## src/rtl/dram_pkg.sv

```systemverilog
// Shared types and sizing for the bank reader: FSM states, default geometry,
// and the parameter legality rule used at elaboration.
package dram_pkg;

    typedef enum logic [1:0] {
        IDLE = 2'd0,
        FILL = 2'd1,
        HOLD = 2'd2,
        DONE = 2'd3
    } state_t;

    localparam int IO_WIDTH_DEF   = 16;
    localparam int ADDR_WIDTH_DEF = 6;
    localparam int RD_LATENCY_DEF = 0;

    localparam int NWORDS     = (2 ** ADDR_WIDTH_DEF) / IO_WIDTH_DEF;
    localparam int BIT_IDX_W  = $clog2(IO_WIDTH_DEF);
    localparam int WORD_IDX_W = (NWORDS > 1) ? $clog2(NWORDS) : 1;

    // IO_WIDTH must be a power of two of at least 2 that fits inside one bank.
    function automatic bit params_ok(input int io_w, input int addr_w, input int lat);
        return (addr_w >= 1) && (io_w >= 2) && ((io_w & (io_w - 1)) == 0) &&
               (io_w <= (2 ** addr_w)) && (lat == 0 || lat == 1);
    endfunction

endpackage

```

## src/rtl/dram_bit_packer.sv

```systemverilog
// Serial-in/parallel-out word assembler; absorbs the RAM read latency by
// delaying the sample strobe and bit index alongside the returning data.
module dram_bit_packer
    import dram_pkg::*;
#(
    parameter int IO_WIDTH   = IO_WIDTH_DEF,
    parameter int IDX_W      = $clog2(IO_WIDTH_DEF),
    parameter int RD_LATENCY = RD_LATENCY_DEF
) (
    input  logic                clk,
    input  logic                rst_n,
    input  logic                sample_en,
    input  logic [IDX_W-1:0]    bit_idx,
    input  logic                rd_data,
    output logic [IO_WIDTH-1:0] word_data,
    output logic                word_complete
);

    logic             en_eff;
    logic [IDX_W-1:0] idx_eff;
    logic [IO_WIDTH-1:0] shreg, shreg_n;

    generate
        if (RD_LATENCY == 1) begin : g_lat1
            logic             en_q;
            logic [IDX_W-1:0] idx_q;
            always_ff @(posedge clk or negedge rst_n) begin
                if (!rst_n) begin
                    en_q  <= 1'b0;
                    idx_q <= '0;
                end else begin
                    en_q  <= sample_en;
                    idx_q <= bit_idx;
                end
            end
            assign en_eff  = en_q;
            assign idx_eff = idx_q;
        end else begin : g_lat0
            assign en_eff  = sample_en;
            assign idx_eff = bit_idx;
        end
    endgenerate

    always_comb begin
        shreg_n = shreg;
        if (en_eff) shreg_n[idx_eff] = rd_data;
    end

    assign word_complete = en_eff && (idx_eff == IDX_W'(IO_WIDTH - 1));

    // word_data only changes on completion so it stays stable through HOLD.
    always_ff @(posedge clk or negedge rst_n) begin
        if (!rst_n) begin
            shreg     <= '0;
            word_data <= '0;
        end else begin
            shreg <= shreg_n;
            if (word_complete) word_data <= shreg_n;
        end
    end

endmodule

```

## src/rtl/dram_bank_reader.sv

```systemverilog
// Walks one bank of a bit-wide dual-port RAM through its read port and hands
// the bits out as IO_WIDTH-wide words over valid/ready.
module dram_bank_reader
    import dram_pkg::*;
#(
    parameter int IO_WIDTH   = IO_WIDTH_DEF,
    parameter int ADDR_WIDTH = ADDR_WIDTH_DEF,
    parameter int RD_LATENCY = RD_LATENCY_DEF
) (
    input  logic                  clk,
    input  logic                  rst_n,
    input  logic                  start,
    input  logic                  bank,
    output logic                  busy,
    output logic                  rd_bank,
    output logic [ADDR_WIDTH-1:0] rd_addr,
    input  logic                  rd_data,
    output logic [IO_WIDTH-1:0]   word_data,
    output logic                  word_valid,
    input  logic                  word_ready,
    output logic                  done
);

    localparam int IDX_W = $clog2(IO_WIDTH);

    generate
        if (!params_ok(IO_WIDTH, ADDR_WIDTH, RD_LATENCY)) begin : g_bad_params
            $error("dram_bank_reader: illegal IO_WIDTH/ADDR_WIDTH/RD_LATENCY");
        end
    endgenerate

    state_t                state, state_n;
    logic [ADDR_WIDTH-1:0] rd_addr_n;
    logic                  rd_bank_n;
    logic                  word_valid_n;
    logic                  issue_done, issue_done_n;
    logic                  sample_en;
    logic                  word_complete;

    always_ff @(posedge clk or negedge rst_n) begin
        if (!rst_n) begin
            state      <= IDLE;
            rd_addr    <= '0;
            rd_bank    <= 1'b0;
            word_valid <= 1'b0;
            issue_done <= 1'b0;
        end else begin
            state      <= state_n;
            rd_addr    <= rd_addr_n;
            rd_bank    <= rd_bank_n;
            word_valid <= word_valid_n;
            issue_done <= issue_done_n;
        end
    end

    // The address only advances on issued reads, so after a word it already
    // points at the next word's first bit; with RD_LATENCY=1 the final FILL
    // cycle re-reads that address and the packer ignores it.
    always_comb begin
        state_n      = state;
        rd_addr_n    = rd_addr;
        rd_bank_n    = rd_bank;
        word_valid_n = word_valid;
        issue_done_n = issue_done;
        sample_en    = 1'b0;
        case (state)
            IDLE: begin
                if (start) begin
                    state_n      = FILL;
                    rd_bank_n    = bank;
                    rd_addr_n    = '0;
                    issue_done_n = 1'b0;
                end
            end
            FILL: begin
                sample_en = !issue_done;
                if (sample_en) begin
                    rd_addr_n = rd_addr + 1'b1;
                    if (rd_addr[IDX_W-1:0] == IDX_W'(IO_WIDTH - 1)) issue_done_n = 1'b1;
                end
                if (word_complete) begin
                    word_valid_n = 1'b1;
                    state_n      = HOLD;
                end
            end
            HOLD: begin
                if (word_ready) begin
                    word_valid_n = 1'b0;
                    issue_done_n = 1'b0;
                    // Address wrapped to 0 means the word just taken was the last.
                    state_n      = (rd_addr == '0) ? DONE : FILL;
                end
            end
            DONE:    state_n = IDLE;
            default: state_n = IDLE;
        endcase
    end

    assign busy = (state != IDLE);
    assign done = (state == DONE);

    dram_bit_packer #(
        .IO_WIDTH  (IO_WIDTH),
        .IDX_W     (IDX_W),
        .RD_LATENCY(RD_LATENCY)
    ) u_packer (
        .clk          (clk),
        .rst_n        (rst_n),
        .sample_en    (sample_en),
        .bit_idx      (rd_addr[IDX_W-1:0]),
        .rd_data      (rd_data),
        .word_data    (word_data),
        .word_complete(word_complete)
    );

endmodule

```

## config.mk

```make
export PLATFORM = sky130hd
export DESIGN_NAME = dram_bank_reader
export DESIGN_NICKNAME = d
export VERILOG_FILES = /design/src/rtl/dram_pkg.sv /design/src/rtl/dram_bit_packer.sv /design/src/rtl/dram_bank_reader.sv
export SDC_FILE = /design/constraint.sdc
export NUM_CORES = 1
export LEC_CHECK = 0
export BUFFER_PORTS_ARGS = -buffer_cell sky130_fd_sc_hd__buf_2
export CAP_MARGIN = 10
export CORE_AREA = 2 2 63 65
export CTS_CLUSTER_SIZE = 24
export DETAILED_ROUTE_END_ITERATION = 7
export DIE_AREA = 0 0 65 67
export GPL_ROUTABILITY_DRIVEN = 1
export HOLD_SLACK_MARGIN = 0.03
export PLACE_DENSITY = 0.77
export SLEW_MARGIN = 25
export SYNTH_ARGS = -nofsm -noshare
export SYNTH_HDL_FRONTEND = slang
export SYNTH_SLANG_ARGS = --single-unit
export TNS_END_PERCENT = 5
```

## constraint.sdc

```tcl
create_clock -name clk -period 2 [get_ports clk]
set_input_delay 0.2 -clock clk [delete_from_list [all_inputs] [get_ports clk]]
set_output_delay 0.2 -clock clk [all_outputs]
set_load 0.02 [all_outputs]
```

* After elaboration in Yosys (flattened, before gate mapping)
Index checks and enable logic that the tools add are counted.
Word-level totals: output and inout bits 26, register bits after elaboration 43
Cells by class: equal/unequal tests 8, add/sub/neg operators 1, muxes and demuxes 20, reductions and logical operators 14, magnitude comparators 2
Operators with widths (number):
- 16-bit bitwise mux | 1
- 16-bit 2-to-1 mux | 1
- 6-bit 2-to-1 mux | 2
- 6-bit case mux with 2 select lines | 1
- 3-bit AND reduction | 4
- 2-bit 2-to-1 mux | 4
- 2-bit case mux with 4 select lines | 1
- 1-bit 2-to-1 mux | 7
- 6-bit by 1-bit adder with 6-bit output, second input constant | 1
- 6-bit zero test | 1
- 2-bit inequality test, second input constant | 3
- 2-bit nonzero test | 3
- 4-bit by 5-bit less-than comparator with 1-bit output, second input constant | 1
- 1-bit demux with 4-bit select | 1
- 2-bit == test, second input constant | 2
- 4-bit == test, second input constant | 1
- 4-bit by 1-bit greater-or-equal comparator with 1-bit output, second input constant | 1
- 1-bit case mux with 3 select lines | 1
- 3-bit nonzero test | 1
- 2-bit by 1-bit == test with 1-bit output, second input constant | 1
- 1-bit logical AND | 2
- 2-bit zero test | 1
- 2-bit by 1-bit inequality test with 1-bit output, second input constant | 1
- 1-bit case mux with 2 select lines | 1
- other kinds (2) | 2

* Longest topological paths before layout
depth in word-level cells 6, depth in mapped cells 5, mapped depth without buffers 5

* Cells and area by module
A second synthesis with hierarchy kept.
Unflattened totals: cell total of the unflattened synthesis 164, area total of the unflattened synthesis 1965.6 µm²
Modules (own cells, without submodules):
- dram_bit_packer | times used 1, area an instance 1313.8 µm², cells an instance 95, sequential area each 775.7 µm²
- dram_bank_reader | times used 1, area an instance 651.9 µm², cells an instance 69, sequential area each 275.3 µm²

* Least setup slack after synthesis
Ideal clock, no wire load.
path type flip-flop to flip-flop, start register rd_addr[2], end register u_packer.word_data[1], required time 1875 ps, arrival time 1652 ps, buffers on the path 2, stages on the path, launching flop included 6, setup slack 224 ps, setup time 125 ps, path through dfrtp_1 > clkbuf_1 > nand3_1 > nor2_4 > buf_6 > mux2_2
Between the ends: longest elaborated chain between the ends 6, elaborated cells between the ends (all ways) 9, classes of those cells order compare (2); eq/ne (1); mux (4); reduce/logical (2)
Ends and longest elaborated chain:
- start: declaration | RTL line dram_bank_reader.sv:16 | output logic [ADDR_WIDTH-1:0] rd_addr,
- start signal: assignment | RTL line dram_bank_reader.sv:49 | rd_addr <= rd_addr_n;
- 4-bit by 5-bit less-than comparator with 1-bit output (not written as such) or 4-bit by 1-bit greater-or-equal comparator with 1-bit output (tied branches) | RTL line dram_bit_packer.sv:46 | if (en_eff) shreg_n[idx_eff] = rd_data;
- 1-bit logical AND (not written as such) | RTL line dram_bit_packer.sv:46
- 1-bit 2-to-1 mux (not written as such) | RTL line dram_bit_packer.sv:46
- 1-bit demux with 4-bit select
- 16-bit bitwise mux | RTL line dram_bit_packer.sv:46
- 16-bit 2-to-1 mux | RTL line dram_bit_packer.sv:46
- end signal: assignment | RTL line dram_bit_packer.sv:58 | if (word_complete) word_data <= shreg_n;
- end: declaration | RTL line dram_bit_packer.sv:15 | output logic [IO_WIDTH-1:0] word_data,
Parallel ways exist; a longest one is shown, timed or not. A chain may end at the register's enable or synchronous reset.

* Worst setup path after layout
start register rd_addr[0], end register u_packer.shreg[12]
Between the ends: longest elaborated chain between the ends 6, elaborated cells between the ends (all ways) 7, classes of those cells order compare (2); mux (4); reduce/logical (1)
Ends and longest elaborated chain:
- 4-bit by 5-bit less-than comparator with 1-bit output (not written as such) or 4-bit by 1-bit greater-or-equal comparator with 1-bit output (tied branches) | RTL line dram_bit_packer.sv:46
- 1-bit logical AND (not written as such) | RTL line dram_bit_packer.sv:46
- 1-bit 2-to-1 mux (not written as such) | RTL line dram_bit_packer.sv:46
- 1-bit demux with 4-bit select *
- 16-bit bitwise mux * | RTL line dram_bit_packer.sv:46
- 16-bit 2-to-1 mux * | RTL line dram_bit_packer.sv:46
- via u_packer.shreg_n[12] | RTL line dram_bit_packer.sv:21 | logic [IO_WIDTH-1:0] shreg, shreg_n;
- end signal: assignment | RTL line dram_bit_packer.sv:57 | shreg <= shreg_n;
- end: declaration | RTL line dram_bit_packer.sv:21
The timed path passes the listed nets; every way through them passes the cells marked *.

==> metrics.md <==
| Metric | Value |
|---|---|
| Final setup violation count | `0` |
| Layout fillers | `284` |
| Psw | `0.340 mW` |
| Critical path class | `reg -> reg` |
| Port bufs | `31` |
| Synthesis-stage register bit count | `42` |
| RSZ-0062 raised after global routing | `false` |
| Slew Limit Fails | `0` |
| Mapped Cells | `156` |
| Skew-Pair Late Insertion Delay | `0.29 ns` |
| Clock transition at the registers of the reported paths | `0.08 ns` |
| Ant diodes | `0` |
| Horiz. Die Dim | `65 um` |
| Placed cells | `236` |
| H-tree Lvls | `2` |
| CTS Buf Count | `5` |
| Hold slack | `0.0971 ns` |
| Post_cts resized | `0` |
| First-pass GRT wire length | `6370 um` |
| Post-synth top area share | `54.7%` |
| Syn nets | `166` |
| TritonCTS clock tree | `built` |
| Post-DP HPWL | `2710 um` |
| Core Area | `3610 um^2` |
| Core Rows | `22` |
| Nets | `206` |
| # IOs | `32` |
| Clk sink count | `42` |
| Top-count cell post-synth | `dfrtp_1` |
| Fraction of layout cells with a size suffix above 1 | `44.7%` |
| EDFF count, synth | `0` |
| Clock tree buffer depth | `2` |
| Fin util | `63.1%` |
| Internal | `1.17 mW` |
| Ys async rst share | `100%` |
| Max_slew headroom | `70.6%` |
| Full die area | `4360 um^2` |
| DRT iter0 DRCs | `78` |
| Final period demand of the worst path | `1.80 ns` |
| Root Driver | `clkbuf_8` |
| Yosys cell types | `33` |
| Critical Path Start Type | `register` |
| Drt total wl | `3770 um` |
| All-layer global routing usage | `19.8%` |
| Via-per-instance ratio | `5.43` |
| Post-CTS setup repair buffer count | `0` |
| Yosys warnings | `0` |
| Synth-to-layout area growth | `18.3%` |
| Critical Path RT | `2.19 ns` |
| Crit end category | `register` |
| Die height | `67 um` |
| Vias in the first global route | `1317` |
| Clock network fraction of total power | `36.9%` |
| Sequential share of the synthesized area | `54.7%` |
| RePlAce Congestion | `0.762` |
| Crit path DAT | `1.98 ns` |
| Top post-synthesis cells by area | `dfrtp_1 (55%), mux2_2 (20%), nand2_1 (4.3%), ha_1 (2.6%), nor4bb_1 (1.6%)` |
| Main synth FF type | `dfrtp_1` |
| Final period util | `89.8%` |
| Fin Setup TNS | `0 ns` |
| Initial Utilization | `53.3%` |
| Synthesized area | `1920 um^2` |
| Layout Cells excl Fill | `245` |
| Crit-path max FO | `6` |
| Switching share of power | `22.4%` |
| Grt ovf | `0` |
| Post-DRT Antenna Nets | `0` |
| Remaining DRCs | `0` |
| DR WL/cell | `15.4 um` |
| LEAKAGE | `1.09 nW` |
| Synth cell count leaders | `dfrtp_1 (42), mux2_2 (35), nand2_1 (22), clkbuf_1 (7), nand3_1 (5)` |
| Worst Tran Pin Value | `0.440 ns` |
| Maximum vdd drop | `0.000510 V` |
| Fmax achieved | `557 MHz` |
| 1st-pass router iterations | `4` |
| Final hold viol count | `0` |
| Hold-fix buffers, CTS | `1` |
| Avg Cell Area, Syn | `12.3 um^2` |
| Initial antenna violation count | `0` |
| Max-cap violations | `0` |
| Comb power frac | `4.6%` |
| Worst hold path type | `in -> reg` |
| Power Density | `665 nW/um^2` |
| Status | `completed` |
| Area leader, netlist | `dfrtp_1` |
| Clk_skew | `0.00442 ns` |
| Seq pwr share | `58.5%` |
| Flop2flop setup slack | `0.20 ns` |
| Final worst setup slack | `0.204 ns` |
| Post-Place Setup Slack | `0.262 ns` |
| Vias | `1331` |
| Largest net degree at the start of global routing | `20` |
==> stage by stage <==
stage,area (um^2),power [mW]
6_report,2280,1.51
5_1_grt,2280,1.58
4_1_cts,2280,1.53
3_5_place_dp,2170,0.971
3_3_place_gp,2170,0.966
2_1_floorplan,1920,0.931
==> cell families after synthesis <==
group	count (synthesis)	share of synthesized area [%]
AOI/OAI and AO/OA	14	4.88
xor gates and xnor gates	1	0.456
adders and majority gates	4	2.60
buffers and inverters	11	2.60
DFF	42	54.7
muxes	37	21.5
and+or+nand+nor	47	13.3
==> layout by cell type, fill, tap and decap left out, types with 2 or more instances in the layout <==
| master | instances |
|---|---|
| dfrtp_1 | 42 |
| mux2_2 | 35 |
| buf_2 | 31 |
| nand2_1 | 22 |
| buf_4 | 10 |
| clkbuf_8 | 6 |
| nand3_1 | 5 |
| nor2_1 | 4 |
| o21ai_0 | 4 |
| ha_1 | 4 |
| nor4bb_1 | 3 |
| a22o_1 | 3 |
| inv_1 | 2 |
| nor2b_1 | 2 |
| mux2i_1 | 2 |
| a21oi_1 | 2 |
==> path summary, 6_finish.rpt <==
kind,from,end,cells past startpoint
worst min register to register,rd_bank$_DFFE_PN0P_,rd_bank$_DFFE_PN0P_,2
worst min-delay path,bank,rd_bank$_DFFE_PN0P_,3
max in group asynchronous,rst_n,u_packer.shreg[10]$_DFF_PN0_,3
worst max-delay path,rd_addr[0]$_DFFE_PN0P_,u_packer.shreg[12]$_DFF_PN0_,6
min in group asynchronous,rst_n,u_packer.shreg[3]$_DFF_PN0_,2
worst max register to register,rd_addr[0]$_DFFE_PN0P_,u_packer.shreg[12]$_DFF_PN0_,6
==> final cells by class <==
type,instances,area (um^2),share of cell area (%)
inverter,2,7.51,0.330
sequential,42,1050,46.2
tap,48,60.1,2.64
multi-input combinational,103,822,36.1
clock buffer,6,82.6,3.63
timing repair buffer,42,240,10.6
clock inverter,2,12.5,0.550
==> critical path: stages, from the launching register on <==
cell      delay, ns
dfrtp_1        0.45
inv_1          0.13
ha_1           0.25
nor4bb_1       0.32
buf_4          0.18
nand3_1        0.08
mux2_2         0.28
==> power groups by stage <==
stage	clock (mW)	sequential, mW	combinational [mW]
6_report	0.559	0.884	0.0696
4_1_cts	0.578	0.884	0.0715
2_1_floorplan	0	0.897	0.0338
3_5_place_dp	0	0.901	0.0698
3_3_place_gp	0	0.899	0.0667
5_1_grt	0.619	0.887	0.0786
==> sequential cells by signal, summed over array words and instances, names as in the netlist <==
| signal | cells |
|---|---|
| issue_done | 1 |
| word_valid | 1 |
| rd_bank | 1 |
| rd_addr | 6 |
| u_packer.word_data | 16 |
| state | 2 |
| u_packer.shreg | 15 |
==> layer usage <==
metal / up-vias / GRT usage [%] / share of wire, %
met4: 0 / 8.24 / 2.1
met1: 660 / 25.6 / 45
met3: 7 / 4.56 / 4.6
met2: 36 / 32.1 / 48
li1: 628 / - / -
met5: - / 0 / 0
Power figures use the tool's default switching activity.
